$ cat config.mk
export PLATFORM = sky130hd
export DESIGN_NAME = etapa_resultado_alu_flat
export DESIGN_NICKNAME = d
export VERILOG_FILES = /design/src/rtl/alu_pkg.sv /design/src/rtl/etapa_resultado_alu_if.sv /design/src/rtl/etapa_resultado_alu_buffer_resultado.sv /design/src/rtl/etapa_resultado_alu.sv /design/src/flat_wrapper.sv
export SDC_FILE = /design/constraint.sdc
export NUM_CORES = 1
export LEC_CHECK = 0
export BUFFER_PORTS_ARGS = -buffer_cell sky130_fd_sc_hd__buf_2
export CAP_MARGIN = 15
export CORE_UTILIZATION = 51
export CTS_CLUSTER_DIAMETER = 100
export DETAILED_ROUTE_END_ITERATION = 10
export GPL_TIMING_DRIVEN = 1
export HOLD_SLACK_MARGIN = 0.03
export PLACE_DENSITY = 0.77
export SYNTH_ARGS = -nofsm -noshare
export SYNTH_HDL_FRONTEND = slang
export SYNTH_SLANG_ARGS = --single-unit
$ cat constraint.sdc
create_clock -name clk -period 1.9 [get_ports clk]
set_input_delay 0.38 -clock clk [delete_from_list [all_inputs] [get_ports clk]]
set_output_delay 0.38 -clock clk [all_outputs]
set_load 0.005 [all_outputs]
$ cat src/rtl/alu_pkg.sv
// ---------------------------------------------------------------------------
// alu_pkg
// Definitions shared by the ALU result stage:
//   - bit positions of the N, Z, C and V flags inside the 4-bit nzcv word
//   - bit positions of V and C inside the adder's 2-bit flag_in bus
//   - occupancy state encoding of the 2-entry result buffer
//   - pack_nzcv(): assembles an nzcv word from its four flag bits
// ---------------------------------------------------------------------------
package alu_pkg;

  // Positions inside the nzcv word, ordered {N,Z,C,V}.
  localparam int NZCV_N = 3;
  localparam int NZCV_Z = 2;
  localparam int NZCV_C = 1;
  localparam int NZCV_V = 0;

  // Positions inside the adder flag bus.
  localparam int FLAG_V = 0;
  localparam int FLAG_C = 1;

  // Number of entries currently held by the result buffer.
  typedef enum logic [1:0] {
    VACIO = 2'd0,
    UNO   = 2'd1,
    LLENO = 2'd2
  } ocupacion_t;

  function automatic logic [3:0] pack_nzcv(input logic n, input logic z,
                                           input logic c, input logic v);
    logic [3:0] f;
    f         = '0;
    f[NZCV_N] = n;
    f[NZCV_Z] = z;
    f[NZCV_C] = c;
    f[NZCV_V] = v;
    return f;
  endfunction

endpackage : alu_pkg

$ cat src/rtl/etapa_resultado_alu_if.sv
// ---------------------------------------------------------------------------
// etapa_resultado_alu_if
// Valid/ready bus of the ALU result stage. It has an upstream side, carrying
// the adder sum and flags, and a downstream side, carrying the buffered
// result and its nzcv flags.
//   in_valid  : the adder sum and flags are valid
//   in_ready  : the stage accepts a transfer this cycle
//   c_in      : N-bit adder sum
//   flag_in   : adder flags, bit0 = V, bit1 = C
//   out_valid : result and nzcv hold a valid entry
//   out_ready : the consumer takes the head entry
//   result    : buffered sum at the head of the buffer
//   nzcv      : buffered flags at the head, ordered {N,Z,C,V}
// Modports:
//   master : environment side (adder producer and result consumer)
//   slave  : stage side
// ---------------------------------------------------------------------------
interface etapa_resultado_alu_if #(
  parameter int N = 8
);
  logic         in_valid;
  logic         in_ready;
  logic [N-1:0] c_in;
  logic [1:0]   flag_in;
  logic         out_valid;
  logic         out_ready;
  logic [N-1:0] result;
  logic [3:0]   nzcv;

  modport master (
    output in_valid, c_in, flag_in, out_ready,
    input  in_ready, out_valid, result, nzcv
  );

  modport slave (
    input  in_valid, c_in, flag_in, out_ready,
    output in_ready, out_valid, result, nzcv
  );
endinterface : etapa_resultado_alu_if

$ cat src/rtl/etapa_resultado_alu_buffer_resultado.sv
// ---------------------------------------------------------------------------
// buffer_resultado
// Storage for the two-entry in-order {result, nzcv} buffer. The buffer holds
// two registers. The head register drives the stage outputs. The tail
// register holds the second entry while the buffer is full. The caller
// decides the occupancy and tells the buffer which register to load.
//   clk, rst_n     : clock and asynchronous active-low reset
//   load_head      : write the head this cycle
//   head_from_tail : head source select, 1 = tail (advance), 0 = wr_data
//   load_tail      : write wr_data into the tail this cycle
//   wr_data        : incoming {result, nzcv} entry
//   head           : current head entry
// ---------------------------------------------------------------------------
module buffer_resultado #(
  parameter int W = 12
) (
  input  logic         clk,
  input  logic         rst_n,
  input  logic         load_head,
  input  logic         head_from_tail,
  input  logic         load_tail,
  input  logic [W-1:0] wr_data,
  output logic [W-1:0] head
);

  logic [W-1:0] tail;

  // NOTE: Both entries are reset, although this is a storage array. The head
  // drives result/nzcv, and those outputs must read zero while rst_n is low.
  // NOTE: Non-blocking assignments let the head read the old tail in the
  // same cycle that a new tail value is written.
  always_ff @(posedge clk or negedge rst_n) begin
    if (!rst_n) begin
      head <= '0;
      tail <= '0;
    end else begin
      if (load_head) head <= head_from_tail ? tail : wr_data;
      if (load_tail) tail <= wr_data;
    end
  end

endmodule : buffer_resultado

$ cat src/rtl/etapa_resultado_alu.sv
// ---------------------------------------------------------------------------
// etapa_resultado_alu
// Registers the result of an N-bit adder and derives its NZCV flags. The
// stage holds up to two entries in a buffer with a valid/ready handshake on
// each side. Entries leave in the order they arrived.
//   clk        : single clock, rising edge
//   rst_n      : asynchronous active-low reset, empties the buffer at once
//   bus        : etapa_resultado_alu_if.slave
//                (in_valid/in_ready/c_in/flag_in/out_valid/out_ready/result/nzcv)
//   clr_sticky : clears sticky_v            (only with STICKY_FLAGS_EN)
//   sticky_v   : overflow seen since clear  (only with STICKY_FLAGS_EN)
// Optional feature macro: STICKY_FLAGS_EN.
// ---------------------------------------------------------------------------
module etapa_resultado_alu
  import alu_pkg::*;
#(
  parameter int N = 8
) (
  input  logic                  clk,
  input  logic                  rst_n,
  etapa_resultado_alu_if.slave  bus
`ifdef STICKY_FLAGS_EN
  ,
  input  logic                  clr_sticky,
  output logic                  sticky_v
`endif
);

  localparam int W = N + 4;

  ocupacion_t   state;
  logic         push;
  logic         pop;
  logic         load_head;
  logic         head_from_tail;
  logic         load_tail;
  logic [W-1:0] wr_data;
  logic [W-1:0] head;

  // The handshake outputs come only from the registered state. out_ready
  // therefore has no combinational path to in_ready.
  assign bus.in_ready  = (state != LLENO);
  assign bus.out_valid = (state != VACIO);

  assign push = bus.in_valid && bus.in_ready;
  assign pop  = bus.out_valid && bus.out_ready;

  // The flags are derived only from the data being pushed.
  assign wr_data = {bus.c_in,
                    pack_nzcv(bus.c_in[N-1], (bus.c_in == '0),
                              bus.flag_in[FLAG_C], bus.flag_in[FLAG_V])};

  // NOTE: Every output gets a default before the case. Without the defaults,
  // a branch that does not assign an output would infer a latch.
  always_comb begin
    load_head      = 1'b0;
    head_from_tail = 1'b0;
    load_tail      = 1'b0;
    case (state)
      VACIO: load_head = push;
      UNO: begin
        // Push and pop in the same cycle: the new entry replaces the head.
        if (push && pop) load_head = 1'b1;
        else if (push)   load_tail = 1'b1;
      end
      LLENO: begin
        // The tail moves up to the head. No push can happen while full.
        if (pop) begin
          load_head      = 1'b1;
          head_from_tail = 1'b1;
        end
      end
      default: ;
    endcase
  end

  always_ff @(posedge clk or negedge rst_n) begin
    if (!rst_n) begin
      state <= VACIO;
    end else begin
      case (state)
        VACIO: if (push) state <= UNO;
        UNO: begin
          if (push && !pop)      state <= LLENO;
          else if (pop && !push) state <= VACIO;
        end
        LLENO:   if (pop) state <= UNO;
        default: state <= VACIO;
      endcase
    end
  end

  buffer_resultado #(.W(W)) u_buffer (
    .clk            (clk),
    .rst_n          (rst_n),
    .load_head      (load_head),
    .head_from_tail (head_from_tail),
    .load_tail      (load_tail),
    .wr_data        (wr_data),
    .head           (head)
  );

  assign bus.result = head[W-1:4];
  assign bus.nzcv   = head[3:0];

`ifdef STICKY_FLAGS_EN
  // When a set and a clear arrive in the same cycle, the set wins. An
  // overflow that arrives during a clear is not lost.
  always_ff @(posedge clk or negedge rst_n) begin
    if (!rst_n)                          sticky_v <= 1'b0;
    else if (push && bus.flag_in[FLAG_V]) sticky_v <= 1'b1;
    else if (clr_sticky)                 sticky_v <= 1'b0;
  end
`endif

endmodule : etapa_resultado_alu

$ cat src/flat_wrapper.sv
// flat-port wrapper written by rule: the top's interface ports become plain ports
module etapa_resultado_alu_flat import alu_pkg::*;
#(
  parameter int N = 8
)
  (clk, rst_n, bus_in_valid, bus_c_in, bus_flag_in, bus_out_ready, bus_in_ready, bus_out_valid, bus_result, bus_nzcv);
  etapa_resultado_alu_if #(.N(N)) bus_i ();
  input  logic clk;
  input  logic rst_n;
  input wire logic [$bits(bus_i.in_valid)-1:0] bus_in_valid;
  input wire logic [$bits(bus_i.c_in)-1:0] bus_c_in;
  input wire logic [$bits(bus_i.flag_in)-1:0] bus_flag_in;
  input wire logic [$bits(bus_i.out_ready)-1:0] bus_out_ready;
  output wire logic [$bits(bus_i.in_ready)-1:0] bus_in_ready;
  output wire logic [$bits(bus_i.out_valid)-1:0] bus_out_valid;
  output wire logic [$bits(bus_i.result)-1:0] bus_result;
  output wire logic [$bits(bus_i.nzcv)-1:0] bus_nzcv;
  assign bus_i.in_valid = bus_in_valid;
  assign bus_i.c_in = bus_c_in;
  assign bus_i.flag_in = bus_flag_in;
  assign bus_i.out_ready = bus_out_ready;
  assign bus_in_ready = bus_i.in_ready;
  assign bus_out_valid = bus_i.out_valid;
  assign bus_result = bus_i.result;
  assign bus_nzcv = bus_i.nzcv;
  etapa_resultado_alu #(.N(N)) u_core (.clk(clk), .rst_n(rst_n), .bus(bus_i));
endmodule
# Yosys cells after proc, flatten, opt, wreduce, memory -nomap -nowiden

Cells that the tools add are included.

Bits in registers: 26
Input port bits: 14
Output and inout port bits: 14
Word-level logic and storage cells: 33

Eq/ne operators: 6
Multiplexer cells: 13
Reduce and logical (&&, ||, !) cells: 11

Operator list:

| operator           | number |
|---|---|
| $mux 12            | 1 |
| $logic_not 8->1    | 1 |
| $mux 2             | 4 |
| $mux 1             | 6 |
| $pmux 2 s3         | 1 |
| $logic_and 1x1->1  | 5 |
| $ne 2x1->1 const B | 2 |
| $ne 3x1->1 const B | 1 |
| $pmux 1 s3         | 1 |
| $reduce_and 3->1   | 1 |
| $eq 2x1->1 const B | 1 |
| $eq 2x2->1 const B | 1 |
| $logic_not 1->1    | 2 |
| $logic_not 2->1    | 1 |
| $ne 2x2->1 const B | 1 |
| $reduce_bool 2->1  | 1 |

# Logic depth before layout (Yosys ltp)

Word-level depth: 7
Depth in mapped cells: 5
Gate-level depth less buffers: 3

# Hierarchy

From an unflattened synthesis, not the netlist that was laid out.

Cell total of the unflattened synthesis: 94
Area total of the unflattened synthesis: 1141.1 sq um

Modules (own cells, without submodules):

| module              | times used | cells each | area each (sq um) | sequential area each (sq um) |
|---|---|---|---|---|
| buffer_resultado    | 1          | 76         | 988.4             | 600.6 |
| etapa_resultado_alu | 1          | 18         | 152.6             | 50.0 |

# Worst setup path after synthesis

Ideal clock, no wire load.

Path type: register -> register
From: register u_core.state[1]
To: register u_core.u_buffer.tail[0]
Library setup time: 0.125 ns
Arrival: 1.306 ns
Required time: 1.775 ns
Setup slack: 0.469 ns
Cell stages (with the launch flop): 6
Buffers on the path: 2
Cells stage by stage: dfrtp_1 -> nand2b_1 -> buf_4 -> nor2_2 -> buf_6 -> mux2_2

Cells in the longest elaborated chain, start to end: 5
Elaborated cells on any way between the ends: 9
Those cells by class: 2 x eq/ne; 3 x mux; 4 x reduce/logical

RTL lines:

| element                                                | line                                                 | RTL |
|---|---|---|
| start, declared                                        | etapa_resultado_alu.sv:31                            | `ocupacion_t state;` |
| start signal, assigned                                 | etapa_resultado_alu.sv:79                            | `state <= VACIO;` |
| start signal, assigned                                 | etapa_resultado_alu.sv:82                            | `VACIO: if (push) state <= UNO;` |
| start signal, assigned                                 | etapa_resultado_alu.sv:84                            | `if (push && !pop) state <= LLENO;` |
| $ne 2x2->1 / $reduce_bool 2->1 (equally long branches) | etapa_resultado_alu.sv:42, etapa_resultado_alu.sv:43 |  |
| $logic_and 1x1->1, on equally long branches            | etapa_resultado_alu.sv:45, etapa_resultado_alu.sv:46 |  |
| $mux 1 / $logic_and 1x1->1 (equally long branches)     | etapa_resultado_alu.sv:64, etapa_resultado_alu.sv:63 |  |
| $mux 1                                                 | etapa_resultado_alu.sv:63                            | `if (push && pop) load_head = 1'b1;` |
| $mux 1 *                                               | etapa_resultado_alu.sv:59                            | `case (state)` |
| end signal, assigned                                   | etapa_resultado_alu_buffer_resultado.sv:38           | `if (load_tail) tail <= wr_data;` |
| end, declared                                          | etapa_resultado_alu_buffer_resultado.sv:26           | `logic [W-1:0] tail;` |

Every way passes the cells marked *; elsewhere a longest branch is shown, timed or not.
A chain may end at the register's enable or synchronous reset.

# Final worst setup path

From: register u_core.state[0]
To: output port bus_out_valid

Cells in the longest elaborated chain, start to end: 1

RTL lines:

| element           | line                      | RTL |
|---|---|---|
| $reduce_bool 2->1 | etapa_resultado_alu.sv:43 | `assign bus.out_valid = (state != VACIO);` |
| end, declared     | flat_wrapper.sv:15        | `output wire logic [$bits(bus_i.out_valid)-1:0] bus_out_valid;` |

No other way between the ends.

==> flow_summary.toml <==
[outcome]
outcome = "complete, no violations"

[power]
combPwrFrac_pct = 29.0
p_sw_uw = 403
power.internal_uw = 979
seq_power_share_pct = 55.0
powerDensity_mw_per_mm2 = 1070
vdd_drop_max_v = 0.000727
swShare_pct = 29.2
p_leak_uw = 0.000606
p_clk_share_pct = 15.9

[drt]
first_iter_violations = 4
vias_per_cell = 5.43
ant_nets = 0
avgRoutedWirePerCell_um = 14.3
drtPass1Iterations = 5
drc = 0
wl_mm = 2.09
vias = 793

[yosys]
ys_top_cells_by_area = "dfrtp_1 54%, mux2_4 6.8%, mux2_2 5.1%, o32ai_1 4.8%, a21oi_1 3.6%"
ys_ff_latch = 24
avgSynthCellArea_um2 = 12.3
ys_async_sr_fraction_pct = 100
synth_nets = 104
yosysTopAreaCell = "dfrtp_1"
synth_common_cells = "24 x dfrtp_1, 8 x a21oi_1, 8 x inv_1"
synth-edff-count = 0
syn_inst = 90
synth_area_mm2 = 0.00110
synth_most_common_cell = "dfrtp_1"
ys_types = 26
ys_warn_count = 0
synth_top_area_share_pct = 54.4
ys_seq_area_share_pct = 54.4
ys.flop_type = "dfrtp_1"

[critical_path]
cp-end-kind = "primary output"
critPathMaxStageDelay_ns = 0.46
path_buf_inv = 1
startpoint_type = "flop"
cp.arrival_ns = 1.21
critPathMaxFanout = 8
worst_path_max_delay_cell = "dfrtp_1"
crit_chain = "or2_2 > buf_2"
crit_required_ns = 1.52
crit_type = "reg -> out"
crit_family = "flip-flops"

[grt]
grt_max_degree = 25
grt_pass1_vias = 851
grt_overflow_total = 0
grt_pass1_wl_mm = 3.63
antenna_found_initial = 0
grt.total_usage_pct = 20.4

[layout]
syn_to_final_growth_pct = 17.0
nets = 135
drive_gt1_share_pct = 39.5
antenna_cells = 0
layout.cells.non_filler = 146

[cts]
cts_setup_buffers = 0
path_clk_slew_ns = 0.13
cts_max_level = 1
cts_tree = "built"
cts_root_buffer = "clkbuf_4"
clock_latency_ns = 0.31
cts_buffer_depth = 2
cts_buffers = 3
ctsResizeCount = 0
cts_hold_buf = 1
cts_sinks = 24

[die]
ioPinCount = 28
start_util_pct = 55.1
coreArea_mm2 = 0.00200
die_h_um = 48.5
die_area_mm2 = 0.00235
die_x_um = 48.5
std_cell_rows = 16

[timing]
hold_violations = 0
relSlewSlack_pct = 65.6
fin_tns_setup_ns = 0
fin_crit_ns = 1.59
fmax_ghz = 0.629
finalSetupViolCount = 0
grt_setup_unrepaired = "no"
clock_skew_ns = 0.00564
finalCritPeriodShare_pct = 83.7
drv_slew = 0
worst_pin_slew_ns = 0.516

[placed_design]
place_inst = 142
gp_congestion = 0.685
port_buffers = 27
dp_hpwl_mm = 1.56

[min_path]
hp-class = "in -> reg"

[job]
drv_cap = 0
-- power groups by stage --
stage	clock (uW)	combinational, uW	sequential, uW
finish	220	401	761
global route	245	447	782
CTS	234	409	761
detailed placement	0	405	772
global placement	0	393	762
floorplan	0	265	758
-- layout make-up --
type,count,area (um2)
well taps,27,33.8
fillers,172,711
clock buffers,3,22.5
flip-flops and latches,24,601
inverters,8,30.0
repair buffers,31,168
multi-input cells,53,437
-- path summary, 6_finish.rpt --
check	from	endpoint	slack (ns)	cells past startpoint
max	u_core.state[0]	bus_out_valid	0.31	2
min	bus_out_ready	u_core.state[1]	0.28	2
max reg2reg	u_core.state[1]	u_core.u_buffer.tail[5]	0.35	4
min reg2reg	u_core.u_buffer.tail[6]	u_core.u_buffer.tail[6]	0.52	1
max in group asynchronous	rst_n	u_core.u_buffer.tail[6]	0.99	2
min in group asynchronous	rst_n	u_core.u_buffer.tail[7]	0.56	2
-- registers in the layout, summed over array words and instances, names as in the netlist --
| register | count |
|---|---|
| u_core.state | 2 |
| u_core.u_buffer.head | 11 |
| u_core.u_buffer.tail | 11 |
-- cell families (layout without fill, tap and decap cells) --
logic type	after synthesis	in the layout	share of synthesized area (%)
buffers and inverters	13	42	6.01
multiplexers	12	12	13.7
flip-flops	24	24	54.4
AO/OA/AOI/OAI	21	21	14.9
AND/OR/NAND/NOR	20	20	11.0
-- metrics by stage --
step	setup WS, ns	instance area, um2	utilization (%)	hold WS [ns]	total power (uW)
2_1_floorplan	0.469	1100	-	0.0844	1020
3_3_place_gp	0.404	1260	62.9	0.385	1150
3_5_place_dp	0.377	1260	62.9	0.384	1180
4_1_cts	0.299	1290	64.5	0.278	1400
5_1_grt	0.228	1290	64.5	0.291	1470
6_report	0.310	1290	64.5	0.280	1380
-- per-layer routing --
| metal | track usage, % | share of wire, % | up-vias |
|---|---|---|---|
| met4 | 10.3 | 2.6 | 0 |
| met3 | 3.46 | 4.4 | 6 |
| met2 | 35.0 | 49 | 25 |
| met1 | 24.8 | 44 | 377 |
| met5 | 0 | 0 | - |
| li1 | - | - | 385 |
-- layout by cell type, fill, tap and decap left out --
master and count:
buf_2 27, dfrtp_1 24, inv_1 8, a21oi_1 8
o32ai_1 6, mux2_4 5, mux2_2 5, and2_0 4
a221o_1 4, nand2_1 3, clkbuf_4 3, buf_4 3
nand2b_1 2, nor4_1 2, mux2i_1 2, nor2b_1 2
or2_2 1, nand2b_2 1, nor2_2 1, o22ai_1 1
and3b_1 1, a21oi_4 1, nand3b_1 1, nor2_1 1
nand4_1 1, o311ai_1 1, dlygate4sd3_1 1
Note: power is estimated with default switching activity, not from simulation.
